File: src/rtl/proc_step_pkg.sv
// Shared state encoding for the processor step controller.
// The 2-bit values are visible on the state output and must stay fixed.
package proc_step_pkg;

   typedef logic [1:0] state_t;

   localparam logic [1:0] ST_IDLE      = 2'd0;
   localparam logic [1:0] ST_RUN       = 2'd1;
   localparam logic [1:0] ST_STEP_WAIT = 2'd2;
   localparam logic [1:0] ST_HALTED    = 2'd3;

endpackage

File: src/rtl/proc_step_ctrl_if.sv
// Control/status bundle between the board-side driver (master) and proc_step_ctrl (slave).
// Breakpoint signals exist only when PROC_STEP_BREAK_EN is defined.
interface proc_step_ctrl_if
   import proc_step_pkg::*;
#(
   parameter int CNT_W = 16
) ();

   logic             slow_clk;
   logic             run_mode;
   logic             step_btn;
   logic             halt_req;
   logic             clear_halt;
   logic             proc_en;
   state_t           state;
   logic [CNT_W-1:0] cycle_count;
`ifdef PROC_STEP_BREAK_EN
   logic [CNT_W-1:0] break_at;
   logic             break_hit;
`endif

   modport master (
      output slow_clk, output run_mode, output step_btn,
      output halt_req, output clear_halt,
      input  proc_en, input state, input cycle_count
`ifdef PROC_STEP_BREAK_EN
      , output break_at, input break_hit
`endif
   );

   modport slave (
      input  slow_clk, input run_mode, input step_btn,
      input  halt_req, input clear_halt,
      output proc_en, output state, output cycle_count
`ifdef PROC_STEP_BREAK_EN
      , input break_at, output break_hit
`endif
   );

endinterface

File: src/rtl/sync_rise_det.sv
// Multi-flop synchronizer for an asynchronous level, plus a registered
// one-cycle pulse on its synchronized 0->1 transition.
module sync_rise_det #(
   parameter int SYNC_STAGES = 2
) (
   input  logic clkin,
   input  logic reset,
   input  logic din,
   output logic level,
   output logic rise
);

   logic [SYNC_STAGES-1:0] sync_r;
   logic                   edge_r;
   logic                   rise_r;

   // synchronizer chain, previous-value flop and registered rise pulse
   always_ff @(posedge clkin) begin
      if (reset) begin
         sync_r <= {SYNC_STAGES{1'b0}};
         edge_r <= 1'b0;
         rise_r <= 1'b0;
      end else begin
         sync_r <= {sync_r[SYNC_STAGES-2:0], din};
         edge_r <= sync_r[SYNC_STAGES-1];
         rise_r <= sync_r[SYNC_STAGES-1] & ~edge_r;
      end
   end

   assign level = sync_r[SYNC_STAGES-1];
   assign rise  = rise_r;

endmodule

File: src/rtl/proc_step_ctrl.sv
// Generates processor clock-enable pulses from the sampled slow divider clock
// in free-run, single-step and halted modes. Optional breakpoint: PROC_STEP_BREAK_EN.
module proc_step_ctrl
   import proc_step_pkg::*;
#(
   parameter int SYNC_STAGES = 2,
   parameter int DEB_CYCLES  = 8,
   parameter int CNT_W       = 16
) (
   input  logic           clkin,
   input  logic           reset,
   proc_step_ctrl_if.slave bus
);

   localparam int             DEB_W    = (DEB_CYCLES > 1) ? $clog2(DEB_CYCLES) : 1;
   localparam logic [DEB_W-1:0] DEB_LAST = DEB_W'(DEB_CYCLES - 1);
   localparam logic [DEB_W-1:0] DEB_ONE  = DEB_W'(1);
   localparam logic [CNT_W-1:0] CNT_MAX  = {CNT_W{1'b1}};
   localparam logic [CNT_W-1:0] CNT_ONE  = CNT_W'(1);

   logic             tick_s;
   logic             slow_level_unused_s;
   logic             step_lvl_s;
   logic             step_rise_unused_s;
   logic             step_req_s;
   logic             deb_r;
   logic             deb_prev_r;
   logic [DEB_W-1:0] deb_cnt_r;
   state_t           state_r;
   state_t           state_nxt_s;
   logic             pulse_s;
   logic             proc_en_r;
   logic [CNT_W-1:0] cnt_r;
   logic [CNT_W-1:0] cnt_nxt_s;
   logic             cnt_inc_s;
   logic             brk_s;

   sync_rise_det #(.SYNC_STAGES(SYNC_STAGES)) u_slow_sync (
      .clkin (clkin),
      .reset (reset),
      .din   (bus.slow_clk),
      .level (slow_level_unused_s),
      .rise  (tick_s)
   );

   sync_rise_det #(.SYNC_STAGES(SYNC_STAGES)) u_btn_sync (
      .clkin (clkin),
      .reset (reset),
      .din   (bus.step_btn),
      .level (step_lvl_s),
      .rise  (step_rise_unused_s)
   );

   // level flips only after DEB_CYCLES consecutive samples disagree with it
   always_ff @(posedge clkin) begin
      if (reset) begin
         deb_r      <= 1'b0;
         deb_prev_r <= 1'b0;
         deb_cnt_r  <= {DEB_W{1'b0}};
      end else begin
         deb_prev_r <= deb_r;
         if (step_lvl_s != deb_r) begin
            if (deb_cnt_r == DEB_LAST) begin
               deb_r     <= step_lvl_s;
               deb_cnt_r <= {DEB_W{1'b0}};
            end else begin
               deb_cnt_r <= deb_cnt_r + DEB_ONE;
            end
         end else begin
            deb_cnt_r <= {DEB_W{1'b0}};
         end
      end
   end

   assign step_req_s = deb_r & ~deb_prev_r;

   // halt_req outranks mode changes, which outrank tick/step
   always_comb begin
      state_nxt_s = state_r;
      pulse_s     = 1'b0;
      case (state_r)
         ST_IDLE: begin
            if (bus.halt_req)      state_nxt_s = ST_HALTED;
            else if (bus.run_mode) state_nxt_s = ST_RUN;
            else if (step_req_s)   state_nxt_s = ST_STEP_WAIT;
            else                   state_nxt_s = ST_IDLE;
         end
         ST_RUN: begin
            if (bus.halt_req)       state_nxt_s = ST_HALTED;
            else if (!bus.run_mode) state_nxt_s = ST_IDLE;
            else if (tick_s)        pulse_s     = 1'b1;
            else                    state_nxt_s = ST_RUN;
         end
         ST_STEP_WAIT: begin
            if (bus.halt_req) begin
               state_nxt_s = ST_HALTED;
            end else if (tick_s) begin
               pulse_s     = 1'b1;
               state_nxt_s = ST_IDLE;
            end else begin
               state_nxt_s = ST_STEP_WAIT;
            end
         end
         ST_HALTED: begin
            if (bus.clear_halt && !bus.halt_req) state_nxt_s = ST_IDLE;
            else                                 state_nxt_s = ST_HALTED;
         end
         default: begin
            state_nxt_s = ST_IDLE;
         end
      endcase
   end

   assign cnt_inc_s = pulse_s & (cnt_r != CNT_MAX);
   assign cnt_nxt_s = cnt_r + CNT_ONE;

`ifdef PROC_STEP_BREAK_EN
   logic break_hit_r;

   // a breakpoint fires on the same edge the counter reaches break_at
   assign brk_s = cnt_inc_s & (bus.break_at != {CNT_W{1'b0}}) & (cnt_nxt_s == bus.break_at);

   // sticky breakpoint flag
   always_ff @(posedge clkin) begin
      if (reset) begin
         break_hit_r <= 1'b0;
      end else if (brk_s) begin
         break_hit_r <= 1'b1;
      end else if (bus.clear_halt) begin
         break_hit_r <= 1'b0;
      end else begin
         break_hit_r <= break_hit_r;
      end
   end

   assign bus.break_hit = break_hit_r;
`else
   assign brk_s = 1'b0;
`endif

   // registered state, enable pulse and saturating executed-cycle counter
   always_ff @(posedge clkin) begin
      if (reset) begin
         state_r   <= ST_IDLE;
         proc_en_r <= 1'b0;
         cnt_r     <= {CNT_W{1'b0}};
      end else begin
         state_r   <= brk_s ? ST_HALTED : state_nxt_s;
         proc_en_r <= pulse_s;
         if (cnt_inc_s) begin
            cnt_r <= cnt_nxt_s;
         end else begin
            cnt_r <= cnt_r;
         end
      end
   end

   assign bus.proc_en     = proc_en_r;
   assign bus.state       = state_r;
   assign bus.cycle_count = cnt_r;

endmodule

File: src/flat_wrapper.sv
// flat-port wrapper written by rule: the top's interface ports become plain ports
module proc_step_ctrl_flat import proc_step_pkg::*;
#(
   parameter int SYNC_STAGES = 2,
   parameter int DEB_CYCLES  = 8,
   parameter int CNT_W       = 16
)
  (clkin, reset, bus_slow_clk, bus_run_mode, bus_step_btn, bus_halt_req, bus_clear_halt, bus_proc_en, bus_state, bus_cycle_count);
  proc_step_ctrl_if #(.CNT_W(CNT_W)) bus_i ();
  input  logic clkin;
  input  logic reset;
  input wire logic [$bits(bus_i.slow_clk)-1:0] bus_slow_clk;
  input wire logic [$bits(bus_i.run_mode)-1:0] bus_run_mode;
  input wire logic [$bits(bus_i.step_btn)-1:0] bus_step_btn;
  input wire logic [$bits(bus_i.halt_req)-1:0] bus_halt_req;
  input wire logic [$bits(bus_i.clear_halt)-1:0] bus_clear_halt;
  output wire logic [$bits(bus_i.proc_en)-1:0] bus_proc_en;
  output wire logic [$bits(bus_i.state)-1:0] bus_state;
  output wire logic [$bits(bus_i.cycle_count)-1:0] bus_cycle_count;
  assign bus_i.slow_clk = bus_slow_clk;
  assign bus_i.run_mode = bus_run_mode;
  assign bus_i.step_btn = bus_step_btn;
  assign bus_i.halt_req = bus_halt_req;
  assign bus_i.clear_halt = bus_clear_halt;
  assign bus_proc_en = bus_i.proc_en;
  assign bus_state = bus_i.state;
  assign bus_cycle_count = bus_i.cycle_count;
  proc_step_ctrl #(.SYNC_STAGES(SYNC_STAGES), .DEB_CYCLES(DEB_CYCLES), .CNT_W(CNT_W)) u_core (.clkin(clkin), .reset(reset), .bus(bus_i));
endmodule
File: config.mk
export PLATFORM = sky130hd
export DESIGN_NAME = proc_step_ctrl_flat
export DESIGN_NICKNAME = d
export VERILOG_FILES = /design/src/rtl/proc_step_pkg.sv /design/src/rtl/proc_step_ctrl_if.sv /design/src/rtl/sync_rise_det.sv /design/src/rtl/proc_step_ctrl.sv /design/src/flat_wrapper.sv
export SDC_FILE = /design/constraint.sdc
export NUM_CORES = 1
export LEC_CHECK = 0
export BUFFER_PORTS_ARGS = -buffer_cell sky130_fd_sc_hd__buf_2
export CAP_MARGIN = 15
export CORE_UTILIZATION = 45
export CTS_BUF_LIST = sky130_fd_sc_hd__clkbuf_4 sky130_fd_sc_hd__clkbuf_8
export DETAILED_ROUTE_END_ITERATION = 7
export HOLD_SLACK_MARGIN = 0.12
export PLACE_DENSITY = 0.64
export SLEW_MARGIN = 20
export SYNTH_ARGS = -nofsm -noshare
export SYNTH_HDL_FRONTEND = slang
export SYNTH_HIERARCHICAL = 1
export SYNTH_SLANG_ARGS = --single-unit
File: constraint.sdc
create_clock -name clkin -period 3 [get_ports clkin]
set_input_delay 0.15 -clock clkin [delete_from_list [all_inputs] [get_ports clkin]]
set_output_delay 0.15 -clock clkin [all_outputs]
set_load 0.05 [all_outputs]
# [After elaboration in Yosys (flattened, before gate mapping)]
# Cells that the tools add are included.
[op_classes] reduce_logical=5 bitwise_logic=6 addsub=2 n_eq_ne=7 muxes=15
[ops] cell="two-way mux 2 bit" count=9
[ops] cell="adder 16 x 1 -> 16 bit (second input constant)" count=1
[ops] cell="!= test 16 bit (second input constant)" count=1
[ops] cell="case mux 2 bit (4 select lines)" count=1
[ops] cell="equality test 2 bit (second input constant)" count=2
[ops] cell="two-way mux 1 bit" count=4
[ops] cell="!= test 4 bit (second input constant)" count=1
[ops] cell="adder 3 x 1 -> 3 bit (second input constant)" count=1
[ops] cell="AND 1 bit" count=3
[ops] cell="equality test 3 bit (second input constant)" count=1
[ops] cell="inverter 1 bit" count=3
[ops] cell="OR reduction 3 bit" count=1
[ops] cell="equality test 2 x 1 -> 1 bit (second input constant)" count=1
[ops] cell="zero test 2 bit" count=1
[ops] cell="case mux 1 bit (2 select lines)" count=1
[ops] cell="AND reduction 2 bit" count=1
[ops] cell="logical AND 1 bit" count=1
[ops] cell="zero test 1 bit" count=1
[ops] cell="!= test 1 bit" count=1
[word_totals] wordCells=45 reg_bits=30 inputBits=7

# [Longest topological paths before layout]
[logic_depth] depth_word=6 depth_mapped=7

# [By module]
# Netlist, hierarchy kept.
[modules_own_cells] module="proc_step_ctrl" instances=1 area_each_um2=1282.5 cells_each=145
[modules_own_cells] module="sync_rise_det" instances=2 area_each_um2=111.4 cells_each=8

# [Least setup slack after synthesis]
# No wires, ideal clock.
[synth_path] path_type="reg2reg" start="reg u_core.state_r[0] (netlist: u_core/bus.state[0])" end="reg u_core.cnt_r[11] (netlist: u_core/bus.cycle_count[11])" stages_incl_launch_ff=7 required_time_ns=2.879 synth_period_minus_slack_ns=2.493 arrival_time_ns=2.372 path_slack_ns=0.507 path_cell_list="dfxtp_1 ha_1 a21oi_2 or4b_1 buf_2 nor4_1 mux2_2"
[synth_via] elab_chain_cells=3 word_cells_on_any_way=4 cone_classes="eq/ne (2); mux (1); bitwise (1)"
[synth_rtl] item="start, declared" line_no="proc_step_ctrl.sv:29" text="state_t state_r;"
[synth_rtl] item="start signal, assigned" line_no="proc_step_ctrl.sv:148" text="state_r <= brk_s ? ST_HALTED : state_nxt_s;"
[synth_rtl] item="equality test 2 bit or equality test 2 x 1 -> 1 bit (tied branches)" line_no="proc_step_ctrl.sv:81" text="case (state_r)"
[synth_rtl] item="case mux 1 bit (2 select lines) (*)" line_no="proc_step_ctrl.sv:81"
[synth_rtl] item="AND 1 bit (*)" line_no="proc_step_ctrl.sv:114" text="assign cnt_inc_s = pulse_s & (cnt_r != CNT_MAX);"
[synth_rtl] item="end signal, assigned" line_no="proc_step_ctrl.sv:146" text="cnt_r <= {CNT_W{1'b0}};"
[synth_rtl] item="end signal, assigned" line_no="proc_step_ctrl.sv:151" text="cnt_r <= cnt_nxt_s;"
[synth_rtl] item="end signal, assigned" line_no="proc_step_ctrl.sv:153" text="cnt_r <= cnt_r;"
[synth_rtl] item="end, declared" line_no="proc_step_ctrl.sv:33" text="logic [CNT_W-1:0] cnt_r;"
# Mark *: on every way between the ends. The rest lies on a longest branch, timed or not.
# A chain may end at the register's enable or synchronous reset.

# [Worst setup path in the final report]
[layout_path] start="reg u_core.state_r[1] (netlist: u_core/bus.state[1])" end="reg u_core.cnt_r[11] (netlist: u_core/bus.cycle_count[11])"
# Same word-level chain as after synthesis.

==> summary by stage <==
Pwr
The power per standard cell area is 484.2 nW/µm². Overall power consumption after layout is estimated at 827.6 µW. The static leakage is 0.6559 nW. VDD sags by at most 0.4287 mV.

Setup path
Across all register-to-register paths, the minimum setup slack is 690 ps. The data arrival time of the worst path is 2530 ps. The setup path with the least slack is of type reg2reg. The worst path required time is 3220 ps.

The logic depth of the worst register-to-register path is 6. The highest-delay cell along the critical path is or4b_1. The worst setup path is captured at a flop. Walking the worst path, the cells encountered are inv_1, ha_1, a21oi_2, or4b_1, nor4_1, mux2_2. In this design, the stage delay of the slowest critical-path cell is 680 ps. STA classifies the critical path startpoint as a flop. Of all nets on the critical path, the largest fanout is 9.

Floorplan
The floorplan has 20 rows. The initial standard-cell utilization of the core is 47.38%. The total area inside the core boundary comes to 3053 µm².

The floorplan step set the die height to 58.70 µm. The floorplan step defined a die boundary enclosing 3445 µm². 26 I/O pins were placed.

The overall die width is 58.70 µm.

Synth
The number of instances in the synthesized netlist is 157. The combined area of all synthesized cells is 1446 µm². The synthesized netlist net count is 171. Yosys printed 6 warnings. The average instance area after synthesis is 9.213 µm².

GRT
The residual overflow from global routing is 0. The met2 track demand over resource in global routing is 34.81%. The number of global-route vias before repair is 1260. The most utilized layer in the global route result is met2. The met3 track demand over resource is 6.813%.

The global routing usage summed across all routing layers is 21.22%. The number of antenna violations at the first check in global routing is 0. The global-route wire length before repair is 5478 µm.

Entering global routing, the biggest net connects 34 pins. Global routing used 25.45% of the available met1 tracks.

Finish
The fraction of final layout cells with drive strength greater than 1 is 23.94%. The final antenna diode count is 0. The growth of design area from synthesis to finish is 18.17%.

In the final design database the tool counted 201 nets. Cells fill 55.98% of the core in the end.

Drt
After detailed routing, the number of vias per cell comes to 5.629. The post-route antenna net violation count is 0. The pre-antenna-repair detailed-routing pass consisted of 4 iterations. The total routed wirelength is 3173 µm. The detailed router finished its first iteration with 91 violations. The average wire length per cell after detail routing is 13.68 µm. Summing over every cut layer, the via total after detailed routing is 1306. In the routed design, unresolved DRC markers number 0.

Timing
The setup violation total in the final timing report is 0. Based on the critical path, the design can be clocked at up to 433.7 MHz. The hold violation total from the final report is 0.

The setup slack after layout is 694.2 ps. The number of max-slew violations in the final report is 0. For the final routed database, the setup TNS stands at 0 ps. The remaining max-slew budget at the tightest pin is 52.22%. Of the available clock period, the critical path in the final layout requires 76.86%.

Counting I/O delays and the setup requirement, the final critical path takes 2306 ps. Setup repair after global routing left no endpoint under its margin. Between clock sinks in the finished design, the worst skew comes to 7.497 ps. The slew at the pin with the worst max-slew slack is 710.7 ps.

Flow run
The max-cap check violation count is 0.

Clocking
The clock input transition at the sequential cells of the worst setup and hold paths is 100 ps. The number of setup buffers added after CTS is 0. The count of clock tree sinks is 30. The count of H-tree levels built during CTS is 2. The root buffer cell is clkbuf_4. No sink is reached through more buffers than the 2 on the longest clock path. TritonCTS created 5 clock buffers. The clock network latency to the later pin of the worst-skew pair is 320 ps. TritonCTS built the clock tree.

Placement
Port buffering added 25 buffers. Routability-driven placement finished with a final weighted congestion of 0.7926. At the placement stage, the worst setup path has a slack of 693.4 ps.

The HPWL reported at the end of detailed placement is 2211 µm.

Run status
The run finished with clean final reports.

Min path
The cell depth of the worst min-delay path is 3. The worst min-delay path category is in2reg.
-- worst max-delay path, delay by kind of cell, from the launching register on --
family,cells,cell delay (ps)
buf+inv,1,90
simple gates,2,1020
fa+ha+maj,1,250
flops,1,360
mux,1,370
compound gates,1,110
-- report_power, final --
group,switching (mW),internal [mW],total [mW]
sequential,0.00900,0.407,0.416
clock,0.139,0.160,0.299
combinational,0.0695,0.0423,0.112
total,0.218,0.610,0.828
-- routing by layer --
metal  wire, µm  part of all wire [%]  up-vias
met5          0                     0        -
met4         46                   1.4        0
met1       1372                    43      606
li1           -                     -      651
met3        170                   5.4        6
met2       1584                    50       43
-- layout by cell type, fill, tap and decap left out, types with 3 or more instances in the layout --
master and n:
mux2_2 4, clkbuf_4 5, nand4_1 4, o21ai_0 5
buf_2 25, nor2_1 9, dfxtp_1 30, or4_1 5
a21oi_1 11, nand2_1 7, a311oi_1 4, o31ai_1 5
inv_1 4, clkbuf_8 3, ha_1 7, nor3_1 11
nor4_1 4, nand3_1 6, nor2b_1 11
-- path summary, 6_finish.rpt --
path	startpoint	endpoint
worst min-delay path	bus_halt_req	u_core/bus.state[1]
worst min register to register	u_core/u_slow_sync/edge_r	u_core/u_slow_sync/rise
worst max-delay path	u_core/bus.state[1]	u_core/bus.cycle_count[11]
worst max register to register	u_core/bus.state[1]	u_core/bus.cycle_count[11]
-- stage by stage --
stage	area, µm²	cells	hold slack (ps)
6_report	1709	232	183.3
5_1_grt	1709	232	171.8
4_1_cts	1709	232	159.4
3_5_place_dp	1610	222	376.6
3_3_place_gp	1610	222	365.3
2_1_floorplan	1446	157	220.7
-- registers in the layout, summed over array words and instances, names as in the netlist --
register                   count
u_core/deb_prev_r              1
u_core/bus.state               2
u_core/u_slow_sync/sync_r      2
u_core/bus.proc_en             1
u_core/u_slow_sync/rise        1
u_core/deb_r                   1
u_core/u_slow_sync/edge_r      1
u_core/bus.cycle_count        16
u_core/u_btn_sync/sync_r       2
u_core/deb_cnt_r               3
-- repair_timing --
action / CTS / global route
hold buffers: 2 / 0
endpoints found under the hold margin: 2 / 0
resized for setup: 0 / 0
-- layout make-up --
| class | count | area [µm²] |
|---|---|---|
| Clock buffer | 8 | 78.83 |
| Fill cell | 304 | 1344 |
| Inverter | 4 | 15.01 |
| Multi-Input combinational cell | 119 | 814.5 |
| Sequential cell | 30 | 600.6 |
| Tap cell | 44 | 55.05 |
| Timing Repair Buffer | 27 | 145.1 |
No activity file was read; power rests on OpenSTA's default activity.
